**src/rtl/si_channel_arbiter_if.sv**
```systemverilog
// Upstream channels and the merged downstream AXI-Stream of si_channel_arbiter.
// The slave modport is the arbiter's view; master is the surrounding logic's view.
interface si_channel_arbiter_if #(
    parameter int NUM_CH     = 4,
    parameter int DATA_WIDTH = 128,
    parameter int USER_WIDTH = 32,
    parameter int ID_WIDTH   = $clog2(NUM_CH)
);
    logic [NUM_CH-1:0]              s_tvalid;
    logic [NUM_CH-1:0]              s_tready;
    logic [NUM_CH*DATA_WIDTH-1:0]   s_tdata;
    logic [NUM_CH*DATA_WIDTH/8-1:0] s_tkeep;
    logic [NUM_CH-1:0]              s_tlast;
    logic [NUM_CH*USER_WIDTH-1:0]   s_tuser;

    logic                           m_tvalid;
    logic                           m_tready;
    logic [DATA_WIDTH-1:0]          m_tdata;
    logic [DATA_WIDTH/8-1:0]        m_tkeep;
    logic                           m_tlast;
    logic [USER_WIDTH-1:0]          m_tuser;
    logic [ID_WIDTH-1:0]            m_tid;

    modport slave (
        input  s_tvalid, s_tdata, s_tkeep, s_tlast, s_tuser, m_tready,
        output s_tready, m_tvalid, m_tdata, m_tkeep, m_tlast, m_tuser, m_tid
    );

    modport master (
        output s_tvalid, s_tdata, s_tkeep, s_tlast, s_tuser, m_tready,
        input  s_tready, m_tvalid, m_tdata, m_tkeep, m_tlast, m_tuser, m_tid
    );
endinterface

```
**src/rtl/si_channel_arbiter.sv**
```systemverilog
// Packet-granular round-robin merge of NUM_CH AXI-Stream tag channels into one stream,
// with per-channel enable, source id on m_tid and per-channel completed-packet counters.
module si_channel_arbiter #(
    parameter int NUM_CH     = 4,
    parameter int DATA_WIDTH = 128,
    parameter int USER_WIDTH = 32,
    parameter int CNT_WIDTH  = 32,
    parameter int ID_WIDTH   = $clog2(NUM_CH)
) (
    input  logic                        clk,
    input  logic                        rst_n,
    input  logic [NUM_CH-1:0]           ch_enable,
    input  logic                        cnt_clear,
    si_channel_arbiter_if.slave         bus,
    output logic [NUM_CH*CNT_WIDTH-1:0] pkt_count,
    output logic                        busy
);
    localparam int KEEP_WIDTH = DATA_WIDTH / 8;
    localparam logic [0:0] IDLE = 1'b0;
    localparam logic [0:0] PASS = 1'b1;

    logic [0:0]            state_reg;
    logic [ID_WIDTH-1:0]   grant_reg;
    logic [ID_WIDTH-1:0]   ptr_reg;
    logic                  m_tvalid_reg;
    logic [DATA_WIDTH-1:0] m_tdata_reg;
    logic [KEEP_WIDTH-1:0] m_tkeep_reg;
    logic                  m_tlast_reg;
    logic [USER_WIDTH-1:0] m_tuser_reg;
    logic [ID_WIDTH-1:0]   m_tid_reg;

    logic                  out_ready;
    logic                  accept;
    logic                  sel_last;
    logic [NUM_CH-1:0]     candidates;
    logic [2*NUM_CH-1:0]   cand_dbl;
    logic [NUM_CH-1:0]     cand_rot;
    logic                  found;
    logic [ID_WIDTH:0]     pick_sum;
    logic [ID_WIDTH-1:0]   pick;
    logic [ID_WIDTH-1:0]   ptr_next;
    logic [NUM_CH-1:0]     ready_vec;

    assign out_ready  = !m_tvalid_reg || bus.m_tready;
    assign sel_last   = bus.s_tlast[grant_reg];
    assign accept     = (state_reg == PASS) && bus.s_tvalid[grant_reg] && out_ready;
    assign candidates = bus.s_tvalid & ch_enable;
    assign found      = |candidates;

    // Rotate the candidate vector so bit 0 is the channel under the pointer;
    // the lowest set bit of the rotated vector is then the round-robin winner.
    assign cand_dbl = {candidates, candidates};
    assign cand_rot = cand_dbl[ptr_reg +: NUM_CH];

    always_comb begin
        pick_sum = '0;
        for (int k = NUM_CH - 1; k >= 0; k--) begin
            if (cand_rot[k]) begin
                pick_sum = {1'b0, ptr_reg} + (ID_WIDTH+1)'(k);
            end
        end
        if (pick_sum >= (ID_WIDTH+1)'(NUM_CH)) begin
            pick_sum = pick_sum - (ID_WIDTH+1)'(NUM_CH);
        end
        pick = pick_sum[ID_WIDTH-1:0];
    end

    assign ptr_next = (grant_reg == ID_WIDTH'(NUM_CH - 1)) ? '0 : grant_reg + ID_WIDTH'(1);

    generate
        for (genvar gi = 0; gi < NUM_CH; gi++) begin : g_ready
            assign ready_vec[gi] = (state_reg == PASS) && (grant_reg == ID_WIDTH'(gi)) && out_ready;
        end
    endgenerate

    always_ff @(posedge clk or negedge rst_n) begin
        if (!rst_n) begin
            state_reg    <= IDLE;
            grant_reg    <= '0;
            ptr_reg      <= '0;
            m_tvalid_reg <= 1'b0;
            m_tdata_reg  <= '0;
            m_tkeep_reg  <= '0;
            m_tlast_reg  <= 1'b0;
            m_tuser_reg  <= '0;
            m_tid_reg    <= '0;
        end else begin
            if (accept) begin
                m_tvalid_reg <= 1'b1;
                m_tdata_reg  <= bus.s_tdata[grant_reg*DATA_WIDTH +: DATA_WIDTH];
                m_tkeep_reg  <= bus.s_tkeep[grant_reg*KEEP_WIDTH +: KEEP_WIDTH];
                m_tlast_reg  <= sel_last;
                m_tuser_reg  <= bus.s_tuser[grant_reg*USER_WIDTH +: USER_WIDTH];
                m_tid_reg    <= grant_reg;
            end else if (bus.m_tready) begin
                m_tvalid_reg <= 1'b0;
            end

            if (state_reg == IDLE) begin
                if (found) begin
                    grant_reg <= pick;
                    state_reg <= PASS;
                end
            end else if (accept && sel_last) begin
                ptr_reg   <= ptr_next;
                state_reg <= IDLE;
            end
        end
    end

    // Clear takes priority over a coincident end-of-packet increment.
    generate
        for (genvar gi = 0; gi < NUM_CH; gi++) begin : g_cnt
            logic [CNT_WIDTH-1:0] cnt_reg;
            always_ff @(posedge clk or negedge rst_n) begin
                if (!rst_n) begin
                    cnt_reg <= '0;
                end else if (cnt_clear) begin
                    cnt_reg <= '0;
                end else if (accept && sel_last && (grant_reg == ID_WIDTH'(gi))) begin
                    cnt_reg <= cnt_reg + CNT_WIDTH'(1);
                end
            end
            assign pkt_count[gi*CNT_WIDTH +: CNT_WIDTH] = cnt_reg;
        end
    endgenerate

    assign bus.s_tready = ready_vec;
    assign bus.m_tvalid = m_tvalid_reg;
    assign bus.m_tdata  = m_tdata_reg;
    assign bus.m_tkeep  = m_tkeep_reg;
    assign bus.m_tlast  = m_tlast_reg;
    assign bus.m_tuser  = m_tuser_reg;
    assign bus.m_tid    = m_tid_reg;
    assign busy         = (state_reg == PASS);
endmodule
```
**src/flat_wrapper.sv**
```systemverilog
// flat-port wrapper written by rule: the top's interface ports become plain ports
module si_channel_arbiter_flat 
#(
    parameter int NUM_CH     = 4,
    parameter int DATA_WIDTH = 128,
    parameter int USER_WIDTH = 32,
    parameter int CNT_WIDTH  = 32,
    parameter int ID_WIDTH   = $clog2(NUM_CH)
)
  (clk, rst_n, ch_enable, cnt_clear, pkt_count, busy, bus_s_tvalid, bus_s_tdata, bus_s_tkeep, bus_s_tlast, bus_s_tuser, bus_m_tready, bus_s_tready, bus_m_tvalid, bus_m_tdata, bus_m_tkeep, bus_m_tlast, bus_m_tuser, bus_m_tid);
  si_channel_arbiter_if #(.NUM_CH(NUM_CH), .DATA_WIDTH(DATA_WIDTH), .USER_WIDTH(USER_WIDTH), .ID_WIDTH(ID_WIDTH)) bus_i ();
  input  logic clk;
  input  logic rst_n;
  input  logic [NUM_CH-1:0] ch_enable;
  input  logic cnt_clear;
  output logic [NUM_CH*CNT_WIDTH-1:0] pkt_count;
  output logic busy;
  input wire logic [$bits(bus_i.s_tvalid)-1:0] bus_s_tvalid;
  input wire logic [$bits(bus_i.s_tdata)-1:0] bus_s_tdata;
  input wire logic [$bits(bus_i.s_tkeep)-1:0] bus_s_tkeep;
  input wire logic [$bits(bus_i.s_tlast)-1:0] bus_s_tlast;
  input wire logic [$bits(bus_i.s_tuser)-1:0] bus_s_tuser;
  input wire logic [$bits(bus_i.m_tready)-1:0] bus_m_tready;
  output wire logic [$bits(bus_i.s_tready)-1:0] bus_s_tready;
  output wire logic [$bits(bus_i.m_tvalid)-1:0] bus_m_tvalid;
  output wire logic [$bits(bus_i.m_tdata)-1:0] bus_m_tdata;
  output wire logic [$bits(bus_i.m_tkeep)-1:0] bus_m_tkeep;
  output wire logic [$bits(bus_i.m_tlast)-1:0] bus_m_tlast;
  output wire logic [$bits(bus_i.m_tuser)-1:0] bus_m_tuser;
  output wire logic [$bits(bus_i.m_tid)-1:0] bus_m_tid;
  assign bus_i.s_tvalid = bus_s_tvalid;
  assign bus_i.s_tdata = bus_s_tdata;
  assign bus_i.s_tkeep = bus_s_tkeep;
  assign bus_i.s_tlast = bus_s_tlast;
  assign bus_i.s_tuser = bus_s_tuser;
  assign bus_i.m_tready = bus_m_tready;
  assign bus_s_tready = bus_i.s_tready;
  assign bus_m_tvalid = bus_i.m_tvalid;
  assign bus_m_tdata = bus_i.m_tdata;
  assign bus_m_tkeep = bus_i.m_tkeep;
  assign bus_m_tlast = bus_i.m_tlast;
  assign bus_m_tuser = bus_i.m_tuser;
  assign bus_m_tid = bus_i.m_tid;
  si_channel_arbiter #(.NUM_CH(NUM_CH), .DATA_WIDTH(DATA_WIDTH), .USER_WIDTH(USER_WIDTH), .CNT_WIDTH(CNT_WIDTH), .ID_WIDTH(ID_WIDTH)) u_core (.clk(clk), .rst_n(rst_n), .ch_enable(ch_enable), .cnt_clear(cnt_clear), .bus(bus_i), .pkt_count(pkt_count), .busy(busy));
endmodule
```
**config.mk**
```make
export PLATFORM = sky130hd
export DESIGN_NAME = si_channel_arbiter_flat
export DESIGN_NICKNAME = d
export VERILOG_FILES = /design/src/rtl/si_channel_arbiter_if.sv /design/src/rtl/si_channel_arbiter.sv /design/src/flat_wrapper.sv
export SDC_FILE = /design/constraint.sdc
export NUM_CORES = 1
export LEC_CHECK = 0
export ABC_AREA = 1
export CAP_MARGIN = 20
export CORE_AREA = 3 3 399 401
export CTS_BUF_LIST = sky130_fd_sc_hd__clkbuf_16
export DETAILED_ROUTE_END_ITERATION = 10
export DIE_AREA = 0 0 402 404
export DONT_BUFFER_PORTS = 1
export GPL_ROUTABILITY_DRIVEN = 0
export PLACE_DENSITY = 0.3
export SETUP_SLACK_MARGIN = 0.3
export SLEW_MARGIN = 20
export SYNTH_ARGS = -nofsm -noshare
export SYNTH_HDL_FRONTEND = slang
export SYNTH_SLANG_ARGS = --single-unit
```
**constraint.sdc**
```tcl
create_clock -name clk -period 1.9 [get_ports clk]
set_input_delay 0.38 -clock clk [delete_from_list [all_inputs] [get_ports clk]]
set_output_delay 0.38 -clock clk [all_outputs]
set_load 0.005 [all_outputs]
```
==> flow_summary_export.csv <==
group,metric,value,unit
sta,finalHoldViolations,313,
place,place.detailed.instances,5317,
synth,yosys.area.top_type,"dfrtp_1",
routing,drcViolationCount,0,
status,violations,"hold timing, setup timing",
sta,worst_slew_pin_slew,1.04,ns
sta,rsz0062_at_grt,"yes",
floorplanning,die_y,404,um
pwr,p_leak,13.5,nW
routing,ant_nets,0,
sta,max_freq,459,MHz
floorplanning,start_util,13.0,%
cts,insertion_delay,0.63,ns
layout,fin_area,31500,um^2
place,io_buffer_count,0,
floorplanning,ioPinCount,1033,
layout,nets,4210,
cts,clk_pin_slew,0.06,ns
floorplanning,dieArea,162000,um^2
synth,synth_top_flop_cell,"dfrtp_1",
setup_path,worstPathBufferInverterCount,4,
synth,synthesis.nets,3891,
sta,whs,-0.556,ns
place,dpl.hpwl,125000,um
sta,fin_ws,-0.278,ns
synth,ys_seq_elements,313,
hold_path,hold_class,"input pin to async pin",
routing,vias,24404,
synth,async_flop_share,100,%
sta,setup_viol,315,
place,dpl-instance-area,24700,um^2
routing,routed_wl,171000,um
synth,synth_warnings,0,
global_route,grt_use_total,18.9,%
global_route,grt_max_degree,314,
cts,cts_root_buffer,"clkbuf_16",
cts,clockBufferDepth,3,
layout,layout.cells.non_filler,5610,
setup_path,cp.required,1.52,ns
global_route,grt_antenna_before_repair,73,
setup_path,crit_slowest_cell,"dfrtp_4",
layout,drive_gt1_share,25.1,%
floorplanning,chipWidth,402,um
cts,h-tree-depth,2,
sta,clock_skew,0.0274,ns
sta,fin_crit_sh,115,%
status,status,"finished, violations left",
synth,yosys.area.top_type_share,38.7,%
setup_path,path_cells,"buf_12 -> buf_12 -> ha_4 -> inv_4 -> nor2_4 -> buf_6",
job,drv_cap,0,
global_route,grt_pass1_wl,211000,um
synth,syn_inst,3163,
synth,synth_edf_count,0,
sta,max_slew_margin,30.4,%
global_route,grt_overflow,0,
floorplanning,core,156000,um^2
synth,yosysMostFrequentCell,"nand2_1",
setup_path,worstPathMaxFanout,4,
setup_path,crit_top_cell,"buf_12",
pwr,p_per_area,1780,nW/um^2
cts,cts_tree,"built",
sta,period_minus_slack,2.18,ns
sta,drv_slew,0,
routing,wl_per_cell,30.5,um
sta,setup_tns,-41.71,ns
synth,synth_cell_type_count,31,
routing,drt_iter0_markers,2063,
synth,synthTopCellsByArea,"dfrtp_1 39%, nand2_1 20%, nor2_1 11%, o21ai_0 10%, o22ai_1 5.4%",
floorplanning,rows,145,
cts,cts_hold_buf,13,
cts,cts_buffers,47,
pwr,vdd.ir_drop.worst,638,uV
setup_path,worstSetupPathType,"register to primary output",
setup_path,cpPeakStageDelay,0.53,ns
global_route,grt_pass1_vias,23230,
layout,syn2layout_area_growth,55.4,%
routing,firstDrtPassIters,6,
setup_path,worstPathArrival,1.80,ns
synth,ys_seq_area_share,38.7,%
setup_path,crit_family,"flip-flops",
routing,vias_per_cell,4.35,
synth,syn_area,20300,um^2
setup_path,cp-start-kind,"register",
synth,syn_area_per_cell,6.40,um^2
setup_path,cp-end-kind,"primary output",
synth,synthTopCellsByCount,"1061 x nand2_1, 615 x nor2_1, 415 x o21ai_0",
cts,cts_sinks,313,
-- cells by family (layout without fill, tap and decap cells) --
family	Yosys count	after routing	synth area share [%]
AND/OR/NAND/NOR	1860	1860	36.2
AO/OA/AOI/OAI	622	622	16.5
buffers and inverters	314	667	6.16
flip-flops	313	313	38.7
XOR/XNOR	46	46	1.99
adder cells (fa/ha/maj)	8	8	0.494
other	0	36	0
-- cell usage in the layout, fill, tap and decap left out, types with 8 or more instances in the layout --
master and instances:
nand3_1 82, nand3_2 16, diode_2 36, buf_8 28
xor2_1 18, nor2_2 18, nand2_1 837, xnor2_1 28
clkinv_8 9, clkbuf_16 87, dlygate4sd3_1 12, nor2_4 24
o22ai_4 8, o21ai_2 21, buf_4 241, buf_12 55
dfrtp_1 311, inv_1 120, buf_16 26, buf_6 50
o22ai_1 148, nand2_4 66, nand2_2 156, nor2_1 576
nand4_1 69, o22ai_2 20, o21ai_0 333, o21ai_1 78
-- final timing paths --
path	start	to	slack [ns]	cells past startpoint
worst min-delay path	rst_n	u_core.g_cnt[3].cnt_reg[30]	-0.56	0
worst min register to register	u_core.bus.m_tdata[21]	u_core.bus.m_tdata[21]	0.51	2
worst max-delay path	u_core.grant_reg[0]	bus_s_tready[1]	-0.28	6
worst max register to register	u_core.grant_reg[0]	u_core.bus.m_tkeep[10]	-0.26	11
min in group clk	bus_s_tdata[22]	u_core.bus.m_tdata[22]	0.06	4
max in group asynchronous	rst_n	u_core.bus.m_tdata[16]	1.58	0
-- through the flow --
step / worst slack [ns] / power (mW) / util [%]
floorplan: 0.243 / 21.3 / -
global placement: -0.364 / 34.2 / 15.8
detailed placement: -0.338 / 34.1 / 15.8
CTS: -0.396 / 48.4 / 17.9
global route: -0.356 / 59.6 / 20.1
finish: -0.278 / 56.1 / 20.2
-- worst reg2reg max path, cell delays in order, from the launching register on --
cell and delay [ns]:
dfrtp_4 0.53, buf_6 0.15, buf_12 0.14, buf_12 0.16
buf_16 0.15, buf_12 0.18, buf_4 0.16, o21ai_1 0.16
o22ai_2 0.15, buf_4 0.17, nand2_1 0.06, nand2_1 0.05
-- per-layer routing --
| metal | up-vias | track usage [%] | wire length [um] |
|---|---|---|---|
| met4 | 24 | 7.47 | 6710 |
| met3 | 257 | 10.1 | 20700 |
| li1 | 11093 | - | - |
| met5 | - | 0 | 150 |
| met1 | 11913 | 21.8 | 66800 |
| met2 | 1117 | 29.3 | 77000 |
-- area by class of cell --
cell class,instances,area [um^2]
flip-flops and latches,313,7840
repair buffers,459,5960
repair inverters,2,32.5
clock inverters,36,314
multi-input cells,2536,12900
well taps,2058,2570
clock buffers,47,1180
fillers,17683,125000
inverters,123,553
diodes,36,90.1
-- where the power goes --
group | switching [mW] | total, mW | internal, mW
registers | 3.39 | 12.1 | 8.70
logic | 19.8 | 35.0 | 15.2
clock network | 3.85 | 8.99 | 5.15
total | 27.0 | 56.1 | 29.1
-- timing repair --
| item | CTS | global route |
|---|---|---|
| cloned | 22 | 50 |
| setup buffers | 36 | 53 |
| pin swaps | 10 | 149 |
| gates resized for setup | 138 | 597 |
| hold endpoints to repair | 353 | 313 |
| setup endpoints to repair | 420 | 415 |
Note: power is estimated with default switching activity, not from simulation.
